==> src/rtl/scroll_pkg.sv <==
// scroll_pkg: shared direction/state types, keycodes, screen size and wrap helpers
package scroll_pkg;
  typedef enum logic [3:0] {
    DIR_NONE  = 4'b0000,
    DIR_LEFT  = 4'b0001,
    DIR_RIGHT = 4'b0010,
    DIR_DOWN  = 4'b0100,
    DIR_UP    = 4'b1000
  } dir_t;
  typedef enum logic [1:0] {
    ST_IDLE  = 2'd0,
    ST_RUN   = 2'd1,
    ST_HIT   = 2'd2,
    ST_PAUSE = 2'd3
  } state_t;
  localparam logic [7:0] KEY_UP    = 8'h1A;
  localparam logic [7:0] KEY_DOWN  = 8'h16;
  localparam logic [7:0] KEY_RIGHT = 8'h07;
  localparam logic [7:0] KEY_LEFT  = 8'h04;
  localparam logic [7:0] KEY_PAUSE = 8'h13;
  localparam int X_DIM = 640;
  localparam int Y_DIM = 480;
  function automatic dir_t key_to_dir(input logic [7:0] k);
    return k == KEY_UP    ? DIR_UP    :
           k == KEY_DOWN  ? DIR_DOWN  :
           k == KEY_RIGHT ? DIR_RIGHT :
           k == KEY_LEFT  ? DIR_LEFT  : DIR_NONE;
  endfunction
  // 11-bit sums keep v+s (up to 1118) from aliasing past 1023
  function automatic logic [9:0] wrap_step(input logic [9:0] v, input logic [10:0] s,
                                           input logic [10:0] dim, input logic inc,
                                           input logic dec);
    logic [10:0] up;
    logic [10:0] dn;
    up = {1'b0, v} + s;
    dn = ({1'b0, v} < s) ? {1'b0, v} + dim - s : {1'b0, v} - s;
    return inc ? 10'(up >= dim ? up - dim : up) : dec ? 10'(dn) : v;
  endfunction
endpackage

==> src/rtl/frame_tick_sync.sv <==
// frame_tick_sync: two-flop synchroniser plus registered rising-edge pulse of frame_clk
module frame_tick_sync (
  input  logic vga_clk,
  input  logic reset,
  input  logic frame_clk,
  output logic frame_tick
);
  logic s1_q, s2_q, s3_q, tick_q;
  always_ff @(posedge vga_clk) begin
    if (reset) begin
      s1_q   <= 1'b0;
      s2_q   <= 1'b0;
      s3_q   <= 1'b0;
      tick_q <= 1'b0;
    end else begin
      s1_q   <= frame_clk;
      s2_q   <= s1_q;
      s3_q   <= s2_q;
      tick_q <= s2_q & ~s3_q;
    end
  end
  assign frame_tick = tick_q;
endmodule

==> src/rtl/scroll_direction_ctrl.sv <==
// scroll_direction_ctrl: keyboard-steered wrapping scroll offsets with collision freeze/restart.
// Define SCROLL_PAUSE_EN to make keycode 0x13 toggle RUN<->PAUSE.
module scroll_direction_ctrl
  import scroll_pkg::*;
#(
  parameter int RESTART_FRAMES = 120,
  parameter int SCROLL_STEP    = 1
) (
  input  logic       vga_clk,
  input  logic       reset,
  input  logic       frame_clk,
  input  logic [7:0] keycode,
  input  logic       collided,
  output logic [3:0] direction,
  output logic [9:0] x_offset,
  output logic [9:0] y_offset,
  output logic [1:0] game_state,
  output logic       frame_tick
);
  localparam int CW = $clog2(RESTART_FRAMES + 2);
  localparam logic [10:0] STEP = 11'(SCROLL_STEP);
  state_t state_q, state_d;
  dir_t dir_q, dir_d, key_dir, step_dir;
  logic [9:0] x_q, x_d, y_q, y_d, x_mv, y_mv;
  logic [CW-1:0] cnt_q, cnt_d;
  logic pause_key;
  frame_tick_sync u_sync (
    .vga_clk   (vga_clk),
    .reset     (reset),
    .frame_clk (frame_clk),
    .frame_tick(frame_tick)
  );
  assign key_dir = key_to_dir(keycode);
`ifdef SCROLL_PAUSE_EN
  assign pause_key = keycode == KEY_PAUSE;
`else
  assign pause_key = 1'b0;
`endif
  assign step_dir = (key_dir != DIR_NONE) ? key_dir : dir_q;
  assign x_mv = wrap_step(x_q, STEP, 11'(X_DIM), step_dir == DIR_RIGHT, step_dir == DIR_LEFT);
  assign y_mv = wrap_step(y_q, STEP, 11'(Y_DIM), step_dir == DIR_DOWN, step_dir == DIR_UP);
  always_comb begin
    state_d = state_q;
    dir_d   = dir_q;
    cnt_d   = cnt_q;
    x_d     = x_q;
    y_d     = y_q;
    case (state_q)
      ST_IDLE: if (frame_tick && key_dir != DIR_NONE) begin
        state_d = ST_RUN;
        dir_d   = key_dir;
        x_d     = x_mv;
        y_d     = y_mv;
      end
      // collision beats a coincident tick
      ST_RUN: if (collided) begin
        state_d = ST_HIT;
        cnt_d   = CW'(RESTART_FRAMES);
      end else if (frame_tick && pause_key) begin
        state_d = ST_PAUSE;
      end else if (frame_tick) begin
        dir_d = step_dir;
        x_d   = x_mv;
        y_d   = y_mv;
      end
      ST_HIT: if (frame_tick) begin
        if (cnt_q == '0) begin
          state_d = ST_IDLE;
          dir_d   = DIR_NONE;
          x_d     = '0;
          y_d     = '0;
        end else begin
          cnt_d = cnt_q - CW'(1);
        end
      end
      ST_PAUSE: state_d = (frame_tick && pause_key) ? ST_RUN : ST_PAUSE;
      default: state_d = ST_IDLE;
    endcase
  end
  always_ff @(posedge vga_clk) begin
    if (reset) begin
      state_q <= ST_IDLE;
      dir_q   <= DIR_NONE;
      cnt_q   <= '0;
      x_q     <= '0;
      y_q     <= '0;
    end else begin
      state_q <= state_d;
      dir_q   <= dir_d;
      cnt_q   <= cnt_d;
      x_q     <= x_d;
      y_q     <= y_d;
    end
  end
  assign direction  = dir_q;
  assign x_offset   = x_q;
  assign y_offset   = y_q;
  assign game_state = state_q;
endmodule

==> config.mk <==
export PLATFORM = sky130hd
export DESIGN_NAME = scroll_direction_ctrl
export DESIGN_NICKNAME = d
export VERILOG_FILES = /design/src/rtl/scroll_pkg.sv /design/src/rtl/frame_tick_sync.sv /design/src/rtl/scroll_direction_ctrl.sv
export SDC_FILE = /design/constraint.sdc
export NUM_CORES = 1
export LEC_CHECK = 0
export ABC_AREA = 1
export BUFFER_PORTS_ARGS = -buffer_cell sky130_fd_sc_hd__buf_2
export CAP_MARGIN = 0
export CORE_ASPECT_RATIO = 1.75
export CORE_UTILIZATION = 60
export DETAILED_ROUTE_END_ITERATION = 8
export PLACE_DENSITY = 0.82
export SLEW_MARGIN = 20
export SYNTH_ARGS = -nofsm -noshare
export SYNTH_HDL_FRONTEND = slang
export SYNTH_HIERARCHICAL = 1
export SYNTH_SLANG_ARGS = --single-unit
==> constraint.sdc <==
create_clock -name vga_clk -period 2.5 [get_ports vga_clk]
set_input_delay 0.25 -clock vga_clk [delete_from_list [all_inputs] [get_ports vga_clk]]
set_output_delay 0.25 -clock vga_clk [all_outputs]
set_load 0.1 [all_outputs]
# After elaboration in Yosys (flattened, before gate mapping)
# Cells that the tools add are included.
# totals
reg_bits	37
input_bits	12
word_cells	91
# op_classes
add_sub_neg	11
n_lt_le_gt_ge	4
n_eq_ne	18
n_mux	38
bitwise	2
reduce_logical	9
# op_table
operator	n
$mux W10	16
$pmux W10 S3	2
$sub A10 B1 Y10 const B	4
$mux W4	7
$add A10 B1 Y11 const B	2
$mux W7	3
$lt A10 B1 Y1 const B	2
$eq A8 B3 Y1 const B	2
$eq A8 B5 Y1 const B	2
$pmux W7 S2	1
$pmux W4 S3	1
$ge A11 B10 Y1 const B	1
$ge A11 B9 Y1 const B	1
$add A10 B10 Y10 const B	1
$add A10 B9 Y10 const B	1
$mux W2	5
$ne A2 B2 Y1 const B	5
$sub A10 B10 Y10 const B	1
$sub A10 B9 Y10 const B	1
$pmux W2 S4	1
$reduce_and A4 Y1	2
$logic_not A7 Y1	1
$sub A7 B1 Y7 const B	1
$reduce_and A6 Y1	1
16 further kinds	18

# Depth between registers and ports, before layout
# depth
ltp_word	13
ltp_mapped	19
ltp_nobuf	18

# Hierarchy
# The synthesis kept the hierarchy.
# modules_own_cells
module	instances	cells_each	area_each_um2	seq_area_each_um2
scroll_direction_ctrl	1	529	3289.4	660.6
frame_tick_sync	1	12	115.1	80.1

# Least setup slack after synthesis
# Ideal clock, no wire load.
# synth_timing
path_kind	reg-to-reg
start	register y_q[1], in the netlist y_offset[1]
end	register y_q[5], in the netlist y_offset[5]
setup_ns	0.117
arrival_time_ns	2.645
t_required_ns	2.383
path_slack_ns	-0.262
stages_incl_launch_ff	14
path_buffers	0
period_less_slack_ns	2.762
path_cell_list	dfxtp_1 ha_1 nand2_1 nor3_1 nor2_1 ha_1 nand2_2 nor2_2 nor2_4 nand2_4 xor2_1 a21oi_1 nor2_1 nor2_1
# synth_between
elab_chain_len	8
# synth_lines
item	line_no	source
start: declaration	scroll_direction_ctrl.sv:24	logic [9:0] x_q, x_d, y_q, y_d, x_mv, y_mv;
start signal: assignment	scroll_direction_ctrl.sv:92	y_q <= y_d;
$add A10 B9 Y10	scroll_pkg.sv:36	dn = ({1'b0, v} < s) ? {1'b0, v} + dim - s : {1'b0, v} - s;
$sub A10 B1 Y10	scroll_pkg.sv:36	
$mux W10	scroll_pkg.sv:36	
$mux W10	scroll_pkg.sv:37	return inc ? 10'(up >= dim ? up - dim : up) : dec ? 10'(dn) : v;
$mux W10 (*)	scroll_pkg.sv:37	
$mux W10	scroll_direction_ctrl.sv:61	end else if (frame_tick) begin
$mux W10	scroll_direction_ctrl.sv:56	ST_RUN: if (collided) begin
$pmux W10 S3 (*)	scroll_direction_ctrl.sv:48	case (state_q)
# Mark *: on every way between the ends. The rest lies on a longest branch, timed or not. The select of a mux whose other input is x is not followed.
# A chain may end at the register's enable or synchronous reset.

# Worst setup path in the final report
# layout_timing
start	register y_q[1], in the netlist y_offset[1]
end	register y_q[8], in the netlist y_offset[8]
# The elaborated chain is that of the path after synthesis.

==> impl_summary.log <==
[metrics] outcome: finished, final reports clean
[metrics] setup repair after global routing missed its margin: false
[metrics] post-CTS setup buffer count: 0
[metrics] achievable clock frequency: 0.4536 GHz
[metrics] Horiz. Die Dim: a little under 60 µm
[metrics] total number of vias: around 3500
[metrics] Num Clock Sinks: 37
[metrics] number of antenna-violating nets in the routed design: 0
[metrics] power per standard cell area: around 1500 nW/µm²
[metrics] most common cell in the netlist: nand2_1
[metrics] CTS root buffer: clkbuf_8
[metrics] leading post-synthesis cells by instance count: 123 x nand2_1, 67 x nor2_1, 63 x inv_1
[metrics] mapped cell area: ~3400 µm²
[metrics] count of max-cap constraint violations: 0
[metrics] arrival time of the worst setup path: 2.45 ns
[metrics] number of synthesized flops with an enable pin: 0
[metrics] Pleak: between 1.5 and 2 nW
[metrics] number of remaining DRC errors: 0
[metrics] TritonCTS Buffers: 5
[metrics] Sum Neg Setup Slack: 0 ns
[metrics] Resized Gates After CTS: 0
[metrics] area enclosed by the die boundary: ~6000 µm²
[metrics] GRT Util Overall: between 20% and 30%
[metrics] global placement routability congestion: 0.9405
[metrics] num rows: 36
[metrics] Worst-Skew Late Latency: 0.31 ns
[metrics] sort of element at the start of the critical path: flip-flop
[metrics] Slew Viols, Final: 0
[metrics] Peak supply drop: around 0.82 mV
[metrics] violation count after the first detailed-routing iteration: ~140
[metrics] Async SR Flop Fraction: 0%
[metrics] Synth cell types: 38
[metrics] initial core utilization: 61.95%
[metrics] cell type with the largest total area after synthesis: dfxtp_1
[metrics] grt ovf: 0
[metrics] first-pass GRT wire length: roughly 14000 µm
[metrics] total of warnings raised by yosys: 6
[metrics] Design Power: between 5 and 6 mW
[metrics] Mapped Cells: approximately 540
[metrics] post-layout instance count excluding filler cells: between 600 and 700
[metrics] fillcell total: 517
[metrics] Core Box Area: about 5500 µm²
[metrics] final worst path period share: roughly nine tenths
[metrics] diodes inserted: 0
[metrics] final count of negative-setup-slack endpoints: 0
[metrics] DIE HEIGHT: between 100 and 150 µm
[metrics] final hold viol count: 0
[metrics] nets in the synthesized netlist: about 570
[metrics] half-perimeter wire length after placement: ~6600 µm
[metrics] post-cts hold buffer count: 0
[metrics] worst clock skew: between 0.008 and 0.009 ns
[metrics] Area Growth Syn to Fin: 10.40%
[metrics] worst path required time: 2.74 ns
[metrics] mean number of vias per cell: roughly 5.4
[metrics] Port Buffer Count: 38
[metrics] DP Worst Slack: 0.3340 ns
[metrics] Total Nets Final: 603
[metrics] H-Tree Level Count: 2
[metrics] via count of the first global-routing pass: approximately 3300
[metrics] Yosys top cell area share: approximately 22%
[metrics] total I/O pin count: 39
[metrics] share of layout cells above drive strength 1: approximately a quarter
[metrics] Syn Area/Cell: roughly 6.3 µm²
[metrics] setup ws final: ~0.3 ns
[metrics] post-synthesis sequential area ratio: 21.76%
[metrics] Crit. End Element: flip-flop
[metrics] Avg WL per Cell: around 13 µm
[metrics] Tightest Hold Check Type: in -> reg
[metrics] most frequently used flop master after synthesis: dfxtp_1
[metrics] post-detailed-routing wire length: between 8000 and 9000 µm
[metrics] relative max-transition margin: about two thirds
[metrics] actual slew at the worst max-slew pin: between 0.4 and 0.5 ns
[metrics] post-layout minimum cycle time: 2.205 ns
[metrics] clock tree from TritonCTS: built
[metrics] largest net degree at the start of global routing: 23
[metrics] CTS max path bufs: 2
[metrics] Max FO, Critical Path: 7
[metrics] first-pass detailed-route iteration total: 4
[metrics] Crit Path Class: reg -> reg
[metrics] largest cells by area after synthesis: dfxtp_1 22%, nand2_1 14%, nor2_1 7.4%, inv_1 6.9%, nand3_1 5.9%
[metrics] Post-Place Cells: 645
[metrics] share of the core filled with cells in the final layout: 68.40%
[metrics] flip-flop and latch count after synthesis: 37
[metrics] initial antenna violation count: 0
[metrics] clock-pin slew of the registers on the worst-case setup and hold paths: approximately 0.080 ns
## kinds of logic after synthesis
family / share of synthesized area (%)
and+or+nand+nor: 44.40
AOI/OAI and AO/OA: 12.83
buffers and inverters: 10.66
adders and majority gates: 5.513
xor gates and xnor gates: 4.851
DFF: 21.76
## per-stage QoR
stage / cell area, µm² / hold slack [ns]
after floorplan: 3423 / 0.3212
final: 3759 / 0.1547
after global routing: 3759 / 0.1745
after detailed placement: 3647 / 0.3996
after global placement: 3647 / 0.3865
after CTS: 3759 / 0.1515
## flip-flops by register name, indices dropped and copies added (netlist names)
register           cells
cnt_q                  7
direction              4
game_state             2
u_sync/frame_tick      1
u_sync/s1_q            1
u_sync/s2_q            1
u_sync/s3_q            1
x_offset              10
y_offset              10
## cell type report
cell class / count / area (µm²) / area share [%]
multi-input combinational: 417 / 2301 / 61.22
clock buffer: 6 / 72.57 / 1.931
tap: 76 / 95.09 / 2.530
sequential: 37 / 759.5 / 20.21
clock inverter: 2 / 38.79 / 1.032
timing repair buffer: 40 / 205.2 / 5.459
inverter: 75 / 286.5 / 7.623
## layer usage
| metal | up-vias | global-route usage, % | wire [µm] | share of wire (%) |
|---|---|---|---|---|
| li1 | 1784 | - | - | - |
| met1 | 1607 | 27.17 | 3195 | 38 |
| met4 | 0 | 18.13 | 385 | 4.6 |
| met5 | - | 0 | 0 | 0 |
| met2 | 97 | 57.95 | 4658 | 55 |
| met3 | 38 | 3.576 | 207 | 2.5 |
## cells in the final DEF (no fill, tap or decap), drive strengths merged
| master | instances |
|---|---|
| nand2 | 150 |
| nor2 | 85 |
| inv | 75 |
| nand3 | 48 |
| a21oi | 41 |
| buf | 40 |
| dfxtp | 37 |
| o21ai | 34 |
| ha | 15 |
| xor2 | 14 |
| nor3 | 8 |
| nand4 | 7 |
| clkbuf | 6 |
| xnor2 | 4 |
| or2 | 4 |
| nor3b | 2 |
| o31ai | 1 |
| and2 | 1 |
| nor4 | 1 |
| o2111ai | 1 |
| a211oi | 1 |
| clkinv | 1 |
| bufinv | 1 |
## path summary, 6_finish.rpt
path	from	to	slack, ns	cells past startpoint
worst max register to register	y_offset[1]	y_offset[8]	0.30	14
worst min register to register	u_sync/s1_q	u_sync/s2_q	0.41	2
worst max-delay path	y_offset[1]	y_offset[8]	0.30	14
worst min-delay path	frame_clk	u_sync/s1_q	0.15	3
## critical path, stage by stage (launching register included)
cell,delay (ns)
dfxtp_2,0.39
ha_1,0.18
nand2_1,0.09
nor3_1,0.28
nor2_1,0.14
ha_1,0.25
nand2_2,0.09
nor2_2,0.05
nor2_4,0.16
nand2_4,0.09
nand2_1,0.08
nand2_1,0.05
nand2_1,0.07
nand3_2,0.09
a21oi_2,0.13
## report_power, final
group / internal [mW] / switching (mW)
registers: 0.790 / 0.321
logic: 1.12 / 2.70
clock network: 0.300 / 0.238
total: 2.21 / 3.26
No activity file was read; power rests on OpenSTA's default activity.
